## src/rtl/gcd_pkg.sv

```systemverilog
// -----------------------------------------------------------------------------
// gcd_pkg
// Shared types and helpers for the shared-GCD arbitration slice.
//   gcd_arb_state_t : arbiter FSM states
//   GCD_W           : datapath width of the gcd_ci engine
//   idx_w()         : width of a requester index for n requesters
// -----------------------------------------------------------------------------
package gcd_pkg;

  typedef enum logic [2:0] {
    IDLE  = 3'd0,
    ISSUE = 3'd1,
    WAIT  = 3'd2,
    DRAIN = 3'd3,
    RESP  = 3'd4
  } gcd_arb_state_t;

  localparam int GCD_W = 32;

  // Index width for n requesters; never narrower than one bit.
  function automatic int idx_w(input int n);
    return (n <= 2) ? 1 : $clog2(n);
  endfunction

endpackage

```

## src/rtl/gcd_arbiter_rr.sv

```systemverilog
// -----------------------------------------------------------------------------
// rr_arbiter
// Combinational round-robin picker. Returns the first set request found when
// searching upward from the pointer, wrapping past NUM_REQ-1 back to 0.
//   req_i     : request vector
//   ptr_i     : search start index (highest priority this round)
//   grant_o   : selected index (0 when no request)
//   any_req_o : at least one request is set
// -----------------------------------------------------------------------------
module rr_arbiter
  import gcd_pkg::*;
#(
  parameter int NUM_REQ = 4,
  parameter int IDX_W   = idx_w(NUM_REQ)
) (
  input  logic [NUM_REQ-1:0] req_i,
  input  logic [IDX_W-1:0]   ptr_i,
  output logic [IDX_W-1:0]   grant_o,
  output logic               any_req_o
);

  int               pos;
  logic [IDX_W-1:0] sel;

  // Walk offsets from the farthest to the nearest so the closest hit to the
  // pointer is the last assignment and therefore wins.
  always_comb begin
    grant_o   = '0;
    any_req_o = |req_i;
    pos       = 0;
    sel       = '0;
    for (int off = NUM_REQ - 1; off >= 0; off--) begin
      pos = int'(ptr_i) + off;
      if (pos >= NUM_REQ) pos = pos - NUM_REQ;
      sel = IDX_W'(pos);
      if (req_i[sel]) grant_o = sel;
    end
  end

endmodule

```

## src/rtl/gcd_arbiter.sv

```systemverilog
// -----------------------------------------------------------------------------
// gcd_arbiter
// Shares one gcd_ci Euclid engine among NUM_REQ requesters with round-robin
// arbitration. Zero operands are answered locally (the engine never finishes
// on them) and every engine run is bounded by TIMEOUT_CYCLES.
//   csi_clk, rsi_reset       : clock, synchronous active-high reset
//   req_valid/req_a/req_b    : per-requester request and packed operands
//   rsp_valid/rsp_data/rsp_err : one-cycle response to the served requester
//   eng_clk_en/eng_start/eng_a/eng_b : drive the engine
//   eng_result/eng_done      : engine result and sticky done
//   busy                     : FSM not in IDLE
// DATA_W must equal the engine width GCD_W.
// -----------------------------------------------------------------------------
module gcd_arbiter
  import gcd_pkg::*;
#(
  parameter int NUM_REQ        = 4,
  parameter int DATA_W         = GCD_W,
  parameter int TIMEOUT_CYCLES = 65536
) (
  input  logic                        csi_clk,
  input  logic                        rsi_reset,
  input  logic [NUM_REQ-1:0]          req_valid,
  input  logic [NUM_REQ*DATA_W-1:0]   req_a,
  input  logic [NUM_REQ*DATA_W-1:0]   req_b,
  output logic [NUM_REQ-1:0]          rsp_valid,
  output logic [DATA_W-1:0]           rsp_data,
  output logic                        rsp_err,
  output logic                        eng_clk_en,
  output logic                        eng_start,
  output logic [DATA_W-1:0]           eng_a,
  output logic [DATA_W-1:0]           eng_b,
  input  logic [DATA_W-1:0]           eng_result,
  input  logic                        eng_done,
  output logic                        busy
);

  localparam int IDX_W = idx_w(NUM_REQ);
  localparam int CNT_W = (TIMEOUT_CYCLES <= 2) ? 1 : $clog2(TIMEOUT_CYCLES);

  gcd_arb_state_t     state_q, state_d;
  logic [IDX_W-1:0]   ptr_q, ptr_d;
  logic [IDX_W-1:0]   grant_q, grant_d;
  logic [CNT_W-1:0]   cnt_q, cnt_d;
  logic               err_q, err_d;
  logic [DATA_W-1:0]  a_q, a_d;
  logic [DATA_W-1:0]  b_q, b_d;
  logic [DATA_W-1:0]  result_q, result_d;

  logic [DATA_W-1:0]  a_arr [NUM_REQ];
  logic [DATA_W-1:0]  b_arr [NUM_REQ];
  logic [IDX_W-1:0]   arb_grant;
  logic               arb_any;
  logic [DATA_W-1:0]  cand_a, cand_b;
  logic               cand_zero;
  logic               timeout_hit;

  for (genvar g = 0; g < NUM_REQ; g++) begin : g_unpack
    assign a_arr[g] = req_a[g*DATA_W +: DATA_W];
    assign b_arr[g] = req_b[g*DATA_W +: DATA_W];
  end

  rr_arbiter #(
    .NUM_REQ (NUM_REQ),
    .IDX_W   (IDX_W)
  ) u_rr (
    .req_i     (req_valid),
    .ptr_i     (ptr_q),
    .grant_o   (arb_grant),
    .any_req_o (arb_any)
  );

  assign cand_a      = a_arr[arb_grant];
  assign cand_b      = b_arr[arb_grant];
  assign cand_zero   = (cand_a == '0) || (cand_b == '0);
  assign timeout_hit = (cnt_q == CNT_W'(TIMEOUT_CYCLES - 1));

  // ---- state register (control only is reset) ----
  always_ff @(posedge csi_clk) begin
    if (rsi_reset) begin
      state_q <= IDLE;
      ptr_q   <= '0;
      grant_q <= '0;
      cnt_q   <= '0;
      err_q   <= 1'b0;
    end else begin
      state_q <= state_d;
      ptr_q   <= ptr_d;
      grant_q <= grant_d;
      cnt_q   <= cnt_d;
      err_q   <= err_d;
    end
  end

  // Operand/result holding registers; every output they reach is gated by
  // state, so they need no reset.
  always_ff @(posedge csi_clk) begin
    a_q      <= a_d;
    b_q      <= b_d;
    result_q <= result_d;
  end

  // ---- next-state logic ----
  always_comb begin
    state_d = state_q;
    case (state_q)
      IDLE:    if (arb_any) state_d = cand_zero ? RESP : ISSUE;
      ISSUE:   state_d = WAIT;
      WAIT:    if (eng_done || timeout_hit) state_d = DRAIN;
      DRAIN:   state_d = RESP;
      RESP:    state_d = IDLE;
      default: state_d = IDLE;
    endcase
  end

  // Datapath and bookkeeping next values.
  always_comb begin
    ptr_d    = ptr_q;
    grant_d  = grant_q;
    cnt_d    = cnt_q;
    err_d    = err_q;
    a_d      = a_q;
    b_d      = b_q;
    result_d = result_q;
    case (state_q)
      IDLE: begin
        if (arb_any) begin
          grant_d  = arb_grant;
          a_d      = cand_a;
          b_d      = cand_b;
          // gcd(x,0)=x and gcd(0,0)=0; overwritten later on the engine path.
          result_d = cand_a | cand_b;
        end
      end
      WAIT: begin
        cnt_d = cnt_q + 1'b1;
        // done takes precedence over a timeout landing in the same cycle.
        if (eng_done) begin
          result_d = eng_result;
        end else if (timeout_hit) begin
          err_d    = 1'b1;
          result_d = '0;
        end
      end
      RESP: begin
        ptr_d = (grant_q == IDX_W'(NUM_REQ - 1)) ? '0 : grant_q + 1'b1;
        cnt_d = '0;
        err_d = 1'b0;
      end
      default: ;
    endcase
  end

  // ---- output decode ----
  always_comb begin
    rsp_valid  = '0;
    rsp_data   = '0;
    rsp_err    = 1'b0;
    eng_clk_en = 1'b0;
    eng_start  = 1'b0;
    eng_a      = '0;
    eng_b      = '0;
    busy       = (state_q != IDLE);
    case (state_q)
      ISSUE: begin
        eng_clk_en = 1'b1;
        eng_start  = 1'b1;
        eng_a      = a_q;
        eng_b      = b_q;
      end
      // eng_done is only sampled in WAIT, so a stale done seen during ISSUE
      // has no effect.
      WAIT: eng_clk_en = 1'b1;
      // DRAIN keeps clk_en low for one cycle, clearing the sticky done.
      RESP: begin
        rsp_valid[grant_q] = 1'b1;
        rsp_data           = result_q;
        rsp_err            = err_q;
      end
      default: ;
    endcase
  end

endmodule
```

## config.mk

```make
export PLATFORM = sky130hd
export DESIGN_NAME = gcd_arbiter
export DESIGN_NICKNAME = d
export VERILOG_FILES = /design/src/rtl/gcd_pkg.sv /design/src/rtl/gcd_arbiter_rr.sv /design/src/rtl/gcd_arbiter.sv
export SDC_FILE = /design/constraint.sdc
export NUM_CORES = 1
export LEC_CHECK = 0
export ABC_AREA = 1
export BUFFER_PORTS_ARGS = -buffer_cell sky130_fd_sc_hd__buf_2
export CORE_AREA = 4 4 155 157
export CTS_CLUSTER_SIZE = 8
export DETAILED_ROUTE_END_ITERATION = 8
export DIE_AREA = 0 0 159 161
export PLACE_DENSITY = 0.66
export SYNTH_ARGS = -nofsm -noshare
export SYNTH_HDL_FRONTEND = slang
export SYNTH_SLANG_ARGS = --single-unit
```

## constraint.sdc

```tcl
create_clock -name csi_clk -period 5 [get_ports csi_clk]
set_clock_uncertainty 0.15 [all_clocks]
set_input_delay 1 -clock csi_clk [delete_from_list [all_inputs] [get_ports csi_clk]]
set_output_delay 1 -clock csi_clk [all_outputs]
set_load 0.02 [all_outputs]
```

# Word-level counts from Yosys, hierarchy flattened
# Cells that the tools add are included.
[word_totals]
reg_bits = 120
inputBits = 295
output_inout_bits = 104
elab_cells = 100
[classes]
add_sub_neg = 9
n_lt_le_gt_ge = 11
n_eq_ne = 11
n_mux = 44
bitwise_logic = 2
n_reduce_logical = 15
[op_table]
columns = ["cell", "n"]
rows = [
  ["$mux 32", 10],
  ["$bmux 32 s2", 2],
  ["$logic_not 32->1", 2],
  ["$pmux 32 s2", 1],
  ["$or 32x32->32", 1],
  ["$pmux 16 s2", 1],
  ["$mux 2", 9],
  ["$add 16x1->16 const B", 1],
  ["$eq 16x16->1 const B", 1],
  ["$lt 2x3->1 const B", 5],
  ["$ge 3x3->1 const B", 4],
  ["$pmux 3 s4", 1],
  ["$mux 1", 10],
  ["$mux 3", 3],
  ["$bmux 1 s2", 4],
  ["$ne 2x2->1 const B", 4],
  ["$sub 2x1->2 const B", 4],
  ["$add 2x2->3 const B", 2],
  ["$eq 3x2->1 const B", 2],
  ["$reduce_and 3->1", 2],
  ["$mux 4", 1],
  ["$reduce_and 2->1", 2],
  ["$reduce_bool 2->1", 2],
  ["$reduce_or 4->1", 1],
  ["other kinds (16)", 17],
]

# Longest topological paths before layout
# Gate-level depths: netlist (run 1).
[logic_depth]
word_depth = 18
depth_mapped = 24

# Cells and area by module
# Synthesis (run 1) repeated with hierarchy kept, for this count alone.
[unflattened]
cells_unflattened = 1256
area_unflattened_um2 = 8096.5
[modules_own_cells]
columns = ["module", "instances", "cells_per_inst", "area_each_um2", "seq_area_each_um2"]
rows = [
  ["gcd_arbiter", 1, 1210, 7907.6, 3363.2],
  ["rr_arbiter", 1, 46, 188.9, 0.0],
]

# Worst setup path after synthesis (run 1)
# OpenSTA, ideal clock, no wires.
[synth_path]
path_kind = "input to register"
startpoint = "input req_valid[0]"
endpoint = "register grant_q[0]"
setup_time_ns = 0.114
t_arrival_ns = 4.246
t_required_ns = 4.736
path_slack_ns = 0.490
stages = 5
cell_sequence = "nor4_1 -> nor2_1 -> o21ai_0 -> nand2_1 -> inv_1"
[synth_via]
elab_chain_cells = 6
[synth_rtl]
columns = ["element", "line_no", "source"]
rows = [
  ["start: declaration", "gcd_arbiter.sv:23", "input logic [NUM_REQ-1:0] req_valid,"],
  ["$bmux 1 s2", "gcd_arbiter_rr.sv:36", "if (req_i[sel]) grant_o = sel;"],
  ["$mux 1 (implied by the code)", "gcd_arbiter_rr.sv:36", ""],
  ["$mux 2 (4 in a row)", "gcd_arbiter_rr.sv:36", ""],
  ["end signal: assignment", "gcd_arbiter.sv:89", "grant_q <= grant_d;"],
  ["end: declaration", "gcd_arbiter.sv:43", "logic [IDX_W-1:0] grant_q, grant_d;"],
]
# Several ways; a longest one is shown, not always the timed one. The select of a mux whose other input is x is not followed.
# A chain may end at the register's enable or synchronous reset.

# Worst setup path after layout (run 1)
[layout_path]
startpoint = "input req_valid[1]"
endpoint = "register state_q[2]"
[layout_via]
elab_chain_cells = 15
[layout_rtl]
columns = ["element", "line_no", "source"]
rows = [
  ["$bmux 1 s2", "gcd_arbiter_rr.sv:36", ""],
  ["$mux 1 (implied by the code)", "gcd_arbiter_rr.sv:36", ""],
  ["$mux 2 (4 in a row)", "gcd_arbiter_rr.sv:36", ""],
  ["$not 2->3 (implied by the code)", "gcd_arbiter.sv:73, gcd_arbiter.sv:74", ""],
  ["$bmux 32 s2, on equally long branches", "gcd_arbiter.sv:73, gcd_arbiter.sv:74", ""],
  ["$mux 32, on equally long branches (2 in a row)", "gcd_arbiter.sv:73, gcd_arbiter.sv:74", ""],
  ["$logic_not 32->1", "gcd_arbiter.sv:75", "assign cand_zero = (cand_a == '0) || (cand_b == '0);"],
  ["$logic_or 1x1->1", "gcd_arbiter.sv:75", ""],
  ["$mux 3 (2 in a row)", "gcd_arbiter.sv:107", "IDLE: if (arb_any) state_d = cand_zero ? RESP : ISSUE;"],
  ["$pmux 3 s4", "gcd_arbiter.sv:106", "case (state_q)"],
  ["end signal: assignment", "gcd_arbiter.sv:87", "state_q <= state_d;"],
  ["end: declaration", "gcd_arbiter.sv:41", "gcd_arb_state_t state_q, state_d;"],
]
# Several ways; a longest one is shown, not always the timed one. The select of a mux whose other input is x is not followed.

==> results.toml, run 1 <==
[worst_setup_path]
crit_fanout = 49
endpoint_kind = "register"
worst_ep_required_time_ns = 5.14
reg2regPathDepth = 20
crit_type = "input pin to register"
crit_arrival_ns = 4.02
critPathLaunchType = "input pin"

[clock_tree]
hold_buffers = 0
post_cts_resized = 0
ctsLongestPathBuffers = 2
postCtsSetupRepairBufs = 0
cts_root_buf = "clkbuf_16"
cts_max_level = 4
worstSkewPairLatency_ns = 0.42
cts_tree = "built"
clock-sinks = 120
clkTransAtPathRegs_ns = 0.06
cts-buffers-inserted = 17

[grt]
grt_overflow_total = 0
antenna_found_initial = 8
grt_pass1_wl_mm = 53.3
grt_pass1_vias = 9155
grt_max_degree = 129
grtUsageTotal = 0.269

[cells_and_area]
flow.area_growth_from_synthesis_pct = 31.5
layout.nets = 1909
drive_above_1_share = 0.282
fin_util = 0.492
fillers = 2323

[floorplanning]
die_h_um = 161
rows = 55
initial_utilization = 0.374
core_sq_mm = 0.0225
die_x_um = 159
fp.dieArea_sq_mm = 0.0256
ios = 399

[synthesis]
ys.warnings.count = 0
yosysSeqAreaShare = 0.400
synth_edf_count = 96
yosysUniqueCellTypes = 29
synth-seq-cells = 120
synth_nets = 1559
async_reset_ff_frac = 0
avgSynthCellArea_sq_um = 6.69
synth-main-ff-cell = "edfxtp_1"
netlist_area_sq_mm = 0.00842
syn-instance-count = 1259

[timing]
hold_ws_ns = 0.325
setup_viol = 0
tns_ns = 0
period_minus_slack_ns = 3.88
drv_slew = 0
worst_slew_pin_slew_ns = 1.03
setup_slack_ns = 1.12
max_freq_ghz = 0.258
hold_viol_final = 0
maxSlewHeadroom = 0.312
rsz0062_at_grt = "false"
min_period_over_period = 0.777

[pwr]
ir_drop_mv = 0.219
p_leak_nw = 6.01
total_power_mw = 5.11
power.density_mw_per_mm2 = 462

[routing]
drt-vias-per-instance = 5.14
vias = 9813
dr.pass1.iters = 8
ant_nets = 0
finalWirelength_mm = 36.4
wl_per_cell_um = 19.0
drc = 0
first_iter_violations = 971

[placement]
post-place-ws_ns = 0.750
port-buffer-count = 398
gp_congestion = 0.948
dpl.hpwl_mm = 28.5

[worst_hold_path]
hold_path_depth = 2
hold_path.class = "register to register"

[job]
cap_violations = 0

[status]
outcome = "complete, no violations"
==> power by group <==
part / total, mW / switching, mW / internal, mW
registers: 1.73 / 0.110 / 1.62
logic: 2.11 / 1.54 / 0.566
clock network: 1.28 / 0.452 / 0.824
==> synth_stat cells, types with 2 or more instances <==
cell type  number  area share
ha_1            5      0.0074
clkbuf_1       27       0.012
buf_2          33       0.020
nand2_2         2      0.0015
a211oi_1        8      0.0071
nor2_2          2      0.0015
nor4_1          2      0.0015
a221oi_1        4      0.0042
buf_6          16       0.021
dfxtp_1        24       0.057
o21ai_0        41       0.024
nand3_1       300        0.18
nor2_1        144       0.064
a21oi_1        14      0.0083
edfxtp_1       96        0.34
buf_4           7      0.0062
nand3_2         2      0.0024
inv_1         198       0.088
nor3_1          4      0.0024
nand2_1       321        0.14
==> cell type report <==
class	instances	area, sq um	share of cell area
inverter	201	757	0.0684
clock inverter	14	183	0.0165
sequential	120	3360	0.304
clock buffer	17	425	0.0384
timing repair buffer	414	2140	0.193
multi-input combinational	855	3840	0.347
tap	285	357	0.0322
antenna	5	12.5	0.00113
==> worst max-delay path, stage by stage <==
cell and delay, ns:
buf_2 0.11, inv_1 0.08, nand2_1 0.09, nand3_1 0.13, nand2_1 0.07, inv_1 0.12, nand3_4 0.41, nand2_4 0.59
buf_4 0.37, nand2_1 0.10, nand3_1 0.08, nand2_1 0.19, nand2_1 0.15, nor2_1 0.05, nand2_1 0.08, nor2_1 0.05
nand2_1 0.06, nand2_1 0.05, nand2_1 0.05, nand2_1 0.05, nand2_1 0.05, nor2_1 0.04
==> per-layer routing <==
layer,vias to the layer above,track usage,share of wire
li1,4729,-,-
met1,4472,0.357,0.42
met2,530,0.444,0.47
met3,74,0.0505,0.079
met4,8,0.0935,0.029
met5,-,0,0.0012
==> cells by family (layout without fill, tap and decap cells) <==
group / after synthesis / in the layout / share of synthesized area
AOI/OAI and AO/OA: 71 / 71 / 0.0473
and+or+nand+nor: 779 / 779 / 0.396
adders and majority gates: 5 / 5 / 0.00743
DFF: 120 / 120 / 0.400
buffers and inverters: 284 / 646 / 0.149
other: 0 / 5 / 0
==> registers in the layout, summed over array words and instances (netlist names) <==
signal / count
err_q: 1
b_q: 32
state_q: 3
grant_q: 2
result_q: 32
cnt_q: 16
ptr_q: 2
a_q: 32
==> final timing paths <==
check	startpoint	endpoint	slack, ns
setup / recovery	req_valid[1]	state_q[2]$_SDFFE_PP0P_	1.12
setup reg to reg	ptr_q[0]$_SDFFE_PP0P_	state_q[2]$_SDFFE_PP0P_	1.25
hold / removal	cnt_q[7]$_SDFFE_PP0P_	cnt_q[7]$_SDFFE_PP0P_	0.32
hold reg to reg	cnt_q[7]$_SDFFE_PP0P_	cnt_q[7]$_SDFFE_PP0P_	0.32
==> metrics by stage <==
step                instances  area [sq um]
CTS                      1906         11100
global placement         1875         10500
floorplan                1259          8420
global route             1910         11100
finish                   1911         11100
detailed placement       1875         10500
==> cell usage in the layout, fill, tap and decap left out, drive strengths merged, types with 7 or more instances in the layout <==
| cell type | n |
|---|---|
| buf | 414 |
| nand2 | 323 |
| nand3 | 302 |
| inv | 200 |
| nor2 | 146 |
| edfxtp | 96 |
| o21ai | 42 |
| dfxtp | 24 |
| clkbuf | 17 |
| a21oi | 14 |
| a211oi | 8 |
| clkinv | 7 |
Note: power is estimated with default switching activity, not from simulation.
==> run 2: changes to the inputs <==
Clock period 5 ns to 4.1 ns, I/O delays scaled along.
==> run 2 against run 1 <==
Largest cell class unchanged. Utilization up 0.43 points. Highest routed layer unchanged. Flip-flop and latch count unchanged. Global-route usage down 0.063 points. Non-clock buffer count up 4. Sequential power up 21%.
==> results.toml, run 2 (synthesis results as in run 1) <==
[clock_tree]
cts_tree = "built"
worstSkewPairLatency_ns = 0.41
cts_root_buf = "clkbuf_16"
cts-buffers-inserted = 17
post_cts_resized = 0
ctsLongestPathBuffers = 2
clock-sinks = 120
hold_buffers = 0
postCtsSetupRepairBufs = 0
cts_max_level = 4
clkTransAtPathRegs_ns = 0.06

[timing]
hold_viol_final = 0
drv_slew = 0
tns_ns = 0
setup_slack_ns = 0.542
rsz0062_at_grt = "false"
max_freq_ghz = 0.281
period_minus_slack_ns = 3.56
maxSlewHeadroom = 0.327
setup_viol = 0
min_period_over_period = 0.868
worst_slew_pin_slew_ns = 1.01

[routing]
drt-vias-per-instance = 5.08
vias = 9735
ant_nets = 0
wl_per_cell_um = 19.0
drc = 0
dr.pass1.iters = 5
first_iter_violations = 860
finalWirelength_mm = 36.5

[grt]
antenna_found_initial = 12
grt_overflow_total = 0
grt_pass1_vias = 9245
grtUsageTotal = 0.268
grt_max_degree = 68
grt_pass1_wl_mm = 53.1

[cells_and_area]
layout_common_cells = "buf_2, nand2_1, nand3_1"
reg.largest.list = "a_q (32), b_q (32), result_q (32)"
flow.area_growth_from_synthesis_pct = 32.7
layout.nets = 1913
drive_above_1_share = 0.285
mostFrequentLayoutCell = "buf_2"

[worst_setup_path]
worst_ep_required_time_ns = 3.13
critPathLaunchType = "register"
crit_arrival_ns = 2.59
endpoint_kind = "output port"
reg2regPathDepth = 21
crit_fanout = 66
crit_type = "register to output port"

[status]
outcome = "complete, no violations"

[pwr]
p_leak_nw = 6.08
power.density_mw_per_mm2 = 569
ir_drop_mv = 0.316

[placement]
post-place-ws_ns = 0.297
gp_congestion = 0.931
port-buffer-count = 398
dpl.hpwl_mm = 29.4

[floorplanning]
initial_utilization = 0.374
rows = 55
die_x_um = 159
die_h_um = 161
fp.dieArea_sq_mm = 0.0256
ios = 399
core_sq_mm = 0.0225

[job]
cap_violations = 0

[worst_hold_path]
hold_path.class = "register to register"
hold_path_depth = 1
## run 2: worst max-delay path: stages, from the launching register on
cell and delay, ns:
dfxtp_1 0.42, inv_1 0.09, nor3_1 0.62, inv_2 0.04, buf_4 0.34, nor2_1 0.38
buf_2 0.24
## run 2: per-stage QoR
step	util	instances	hold slack, ns	cell area [sq um]	power, mW
after global routing	0.496	1914	0.322	11200	6.72
final	0.496	1915	0.298	11200	6.36
after CTS	0.496	1911	0.302	11200	6.38
after global placement	0.466	1879	0.294	10500	4.67
after floorplan	-	1259	0.279	8420	3.71
after detailed placement	0.466	1879	0.295	10500	4.69
## run 2: metal layers
metal | up-vias | part of all wire | routed length, um | global-route usage
li1 | 4730 | - | - | -
met5 | - | 0.0027 | 98 | 0
met2 | 502 | 0.46 | 16800 | 0.438
met3 | 67 | 0.093 | 3380 | 0.0612
met4 | 14 | 0.033 | 1210 | 0.0986
met1 | 4422 | 0.41 | 14900 | 0.351
## run 2: path summary, 6_finish.rpt
| kind | from | endpoint | slack (ns) |
|---|---|---|---|
| max reg2reg | ptr_q[0]$_SDFFE_PP0P_ | state_q[2]$_SDFFE_PP0P_ | 0.62 |
| min | cnt_q[15]$_SDFFE_PP0P_ | cnt_q[15]$_SDFFE_PP0P_ | 0.30 |
| max | state_q[0]$_SDFFE_PP0P_ | eng_a[14] | 0.54 |
| min reg2reg | cnt_q[15]$_SDFFE_PP0P_ | cnt_q[15]$_SDFFE_PP0P_ | 0.30 |
## run 2: layout make-up
cell class / instances / area, sq um
clock inverter: 15 / 240
inverter: 201 / 757
tap: 285 / 357
fill: 2386 / 11300
timing repair buffer: 418 / 2180
multi-input combinational: 855 / 3840
sequential: 120 / 3360
antenna: 4 / 10.0
clock buffer: 17 / 425
## run 2: power by group
group | switching, mW | total [mW] | internal (mW)
logic | 1.87 | 2.58 | 0.705
clock network | 0.588 | 1.68 | 1.09
registers | 0.130 | 2.10 | 1.97
==> run 3: changes to the inputs <==
Settings changed: PLACE_DENSITY 0.66 to unset, PLACE_DENSITY_LB_ADDON set to 0.05.
==> run 3 against run 2 <==
Utilization about the same. Design area barely moved. Flip-flop and latch count stayed put. Sequential power is essentially flat. Register-to-register slack better by 0.21 ns. Total power rose by 0.21%. Setup slack better by 0.28 ns.
==> results.toml, run 3 (synthesis results as in run 1) <==
[worst_setup_path]
crit_type = "register to register"
critPathLaunchType = "register"
critPathSlowestCell = "dfxtp_1"
crit_arrival_ns = 3.41
crit_fanout = 30
worst_ep_required_time_ns = 4.24
crit_start = "ptr_q[0]$_SDFFE_PP0P_"
slowest_delay_ns = 0.60
timing.rr.start = "ptr_q[0]$_SDFFE_PP0P_"
endpoint_kind = "register"
cp_cell_sequence = "inv_4 > nand2_1 > nand3_1 > o21ai_0 > nand2_1 > nor2_4 > buf_4 > nand3_1 > nand2_1 > nand2_1 > nor2_1 > nand2_1 > nor2_1 > nand2_1 > nand3_1 > nand2_1 > nand2_1 > nor2_1"
crit_top_cell = "nand2_1"

[clock_tree]
clkTransAtPathRegs_ns = 0.06
cts_tree = "built"
post_cts_resized = 0
hold_buffers = 0
postCtsSetupRepairBufs = 0
cts_max_level = 4
cts_root_buf = "clkbuf_16"
ctsLongestPathBuffers = 2
cts-buffers-inserted = 17
worstSkewPairLatency_ns = 0.42
clock-sinks = 120

[placement]
placedCellCount = 1879
dpl.hpwl_mm = 29.9
port-buffer-count = 398
gp_congestion = 0.918

[routing]
wl_per_cell_um = 19.8
drc = 0
ant_nets = 0
first_iter_violations = 752
drt-vias-per-instance = 5.04
finalWirelength_mm = 38.1
vias = 9681
dr.pass1.iters = 5

[worst_hold_path]
hold_path.class = "register to register"
worstHoldStart = "cnt_q[15]$_SDFFE_PP0P_"

[timing]
min_period_over_period = 0.799
hold_viol_final = 0
rsz0062_at_grt = "false"
worst_slew_pin_slew_ns = 1.04
drv_slew = 0
max_freq_ghz = 0.305
tns_ns = 0
period_minus_slack_ns = 3.27
maxSlewHeadroom = 0.303
setup_viol = 0
hold_ws_ns = 0.307

[floorplanning]
core_sq_mm = 0.0225
initial_utilization = 0.374
rows = 55
die_h_um = 161
die_x_um = 159
ios = 399
fp.dieArea_sq_mm = 0.0256

[cells_and_area]
layout.nets = 1913
mostFrequentLayoutCell = "buf_2"
layout_common_cells = "buf_2, nand2_1, nand3_1"
drive_above_1_share = 0.284
flow.area_growth_from_synthesis_pct = 32.8
reg.largest.list = "a_q (32), b_q (32), result_q (32)"
layoutNonFillerInstCount = 1920

[grt]
grt_pass1_wl_mm = 55.8
grt_pass1_vias = 9512
antenna_found_initial = 14
grt_overflow_total = 0
grtUsageTotal = 0.284
grt_max_degree = 129

[pwr]
power.density_mw_per_mm2 = 570
p_leak_nw = 6.06
total_power_mw = 6.37
ir_drop_mv = 0.359

[status]
outcome = "complete, no violations"

[job]
cap_violations = 0
==> run 3: changes by cell type in the layout (fill, tap and decap cells not counted) <==
cell,before,now
diode_2,4,9
clkinv_4,6,2
clkbuf_8,0,1
clkinvlp_4,0,3
clkinv_1,1,2
inv_8,1,0
==> run 3: worst paths after layout <==
path | endpoint | slack, ns | depth (start not counted)
worst min-delay path | cnt_q[15]$_SDFFE_PP0P_ | 0.31 | 1
worst max-delay path | state_q[0]$_SDFFE_PP0P_ | 0.83 | 18
worst min register to register | cnt_q[15]$_SDFFE_PP0P_ | 0.31 | 1
worst max register to register | state_q[0]$_SDFFE_PP0P_ | 0.83 | 18
==> run 3: through the flow <==
stage / worst slack [ns] / area [sq um] / utilization
finish: 0.826 / 11200 / 0.497
global route: 0.603 / 11200 / 0.497
CTS: 0.891 / 11200 / 0.496
detailed placement: 0.554 / 10500 / 0.466
global placement: 0.568 / 10500 / 0.466
floorplan: 0.798 / 8420 / -
==> run 3: area by class of cell <==
type	count	area, sq um
antenna	9	22.5
clock buffer	18	439
clock inverter	14	220
fill	2395	11300
inverter	201	757
multi-input combinational	855	3840
sequential	120	3360
tap	285	357
timing repair buffer	418	2180
==> run 3: worst max-delay path: cells and delay by family (launching register included) <==
| family | cells | cell delay (ns) |
|---|---|---|
| AO/OA/AOI/OAI | 1 | 0.09 |
| AND/OR/NAND/NOR | 15 | 1.76 |
| buffers and inverters | 2 | 0.52 |
| flip-flops | 1 | 0.60 |
==> run 3: where the power goes <==
part           internal (mW)  leakage [nW]  switching (mW)
clock network           1.10         0.311           0.582
registers               1.97          1.13           0.138
logic                  0.710          4.62            1.88
==> run 3: routing by layer <==
layer  global-route usage  up-vias  routed length (um)
li1                     -     4736                   -
met1                0.352     4455               15300
met2                0.482      423               18800
met3               0.0720       57                2970
met4                0.105       10                 892
met5                    0        -                  70
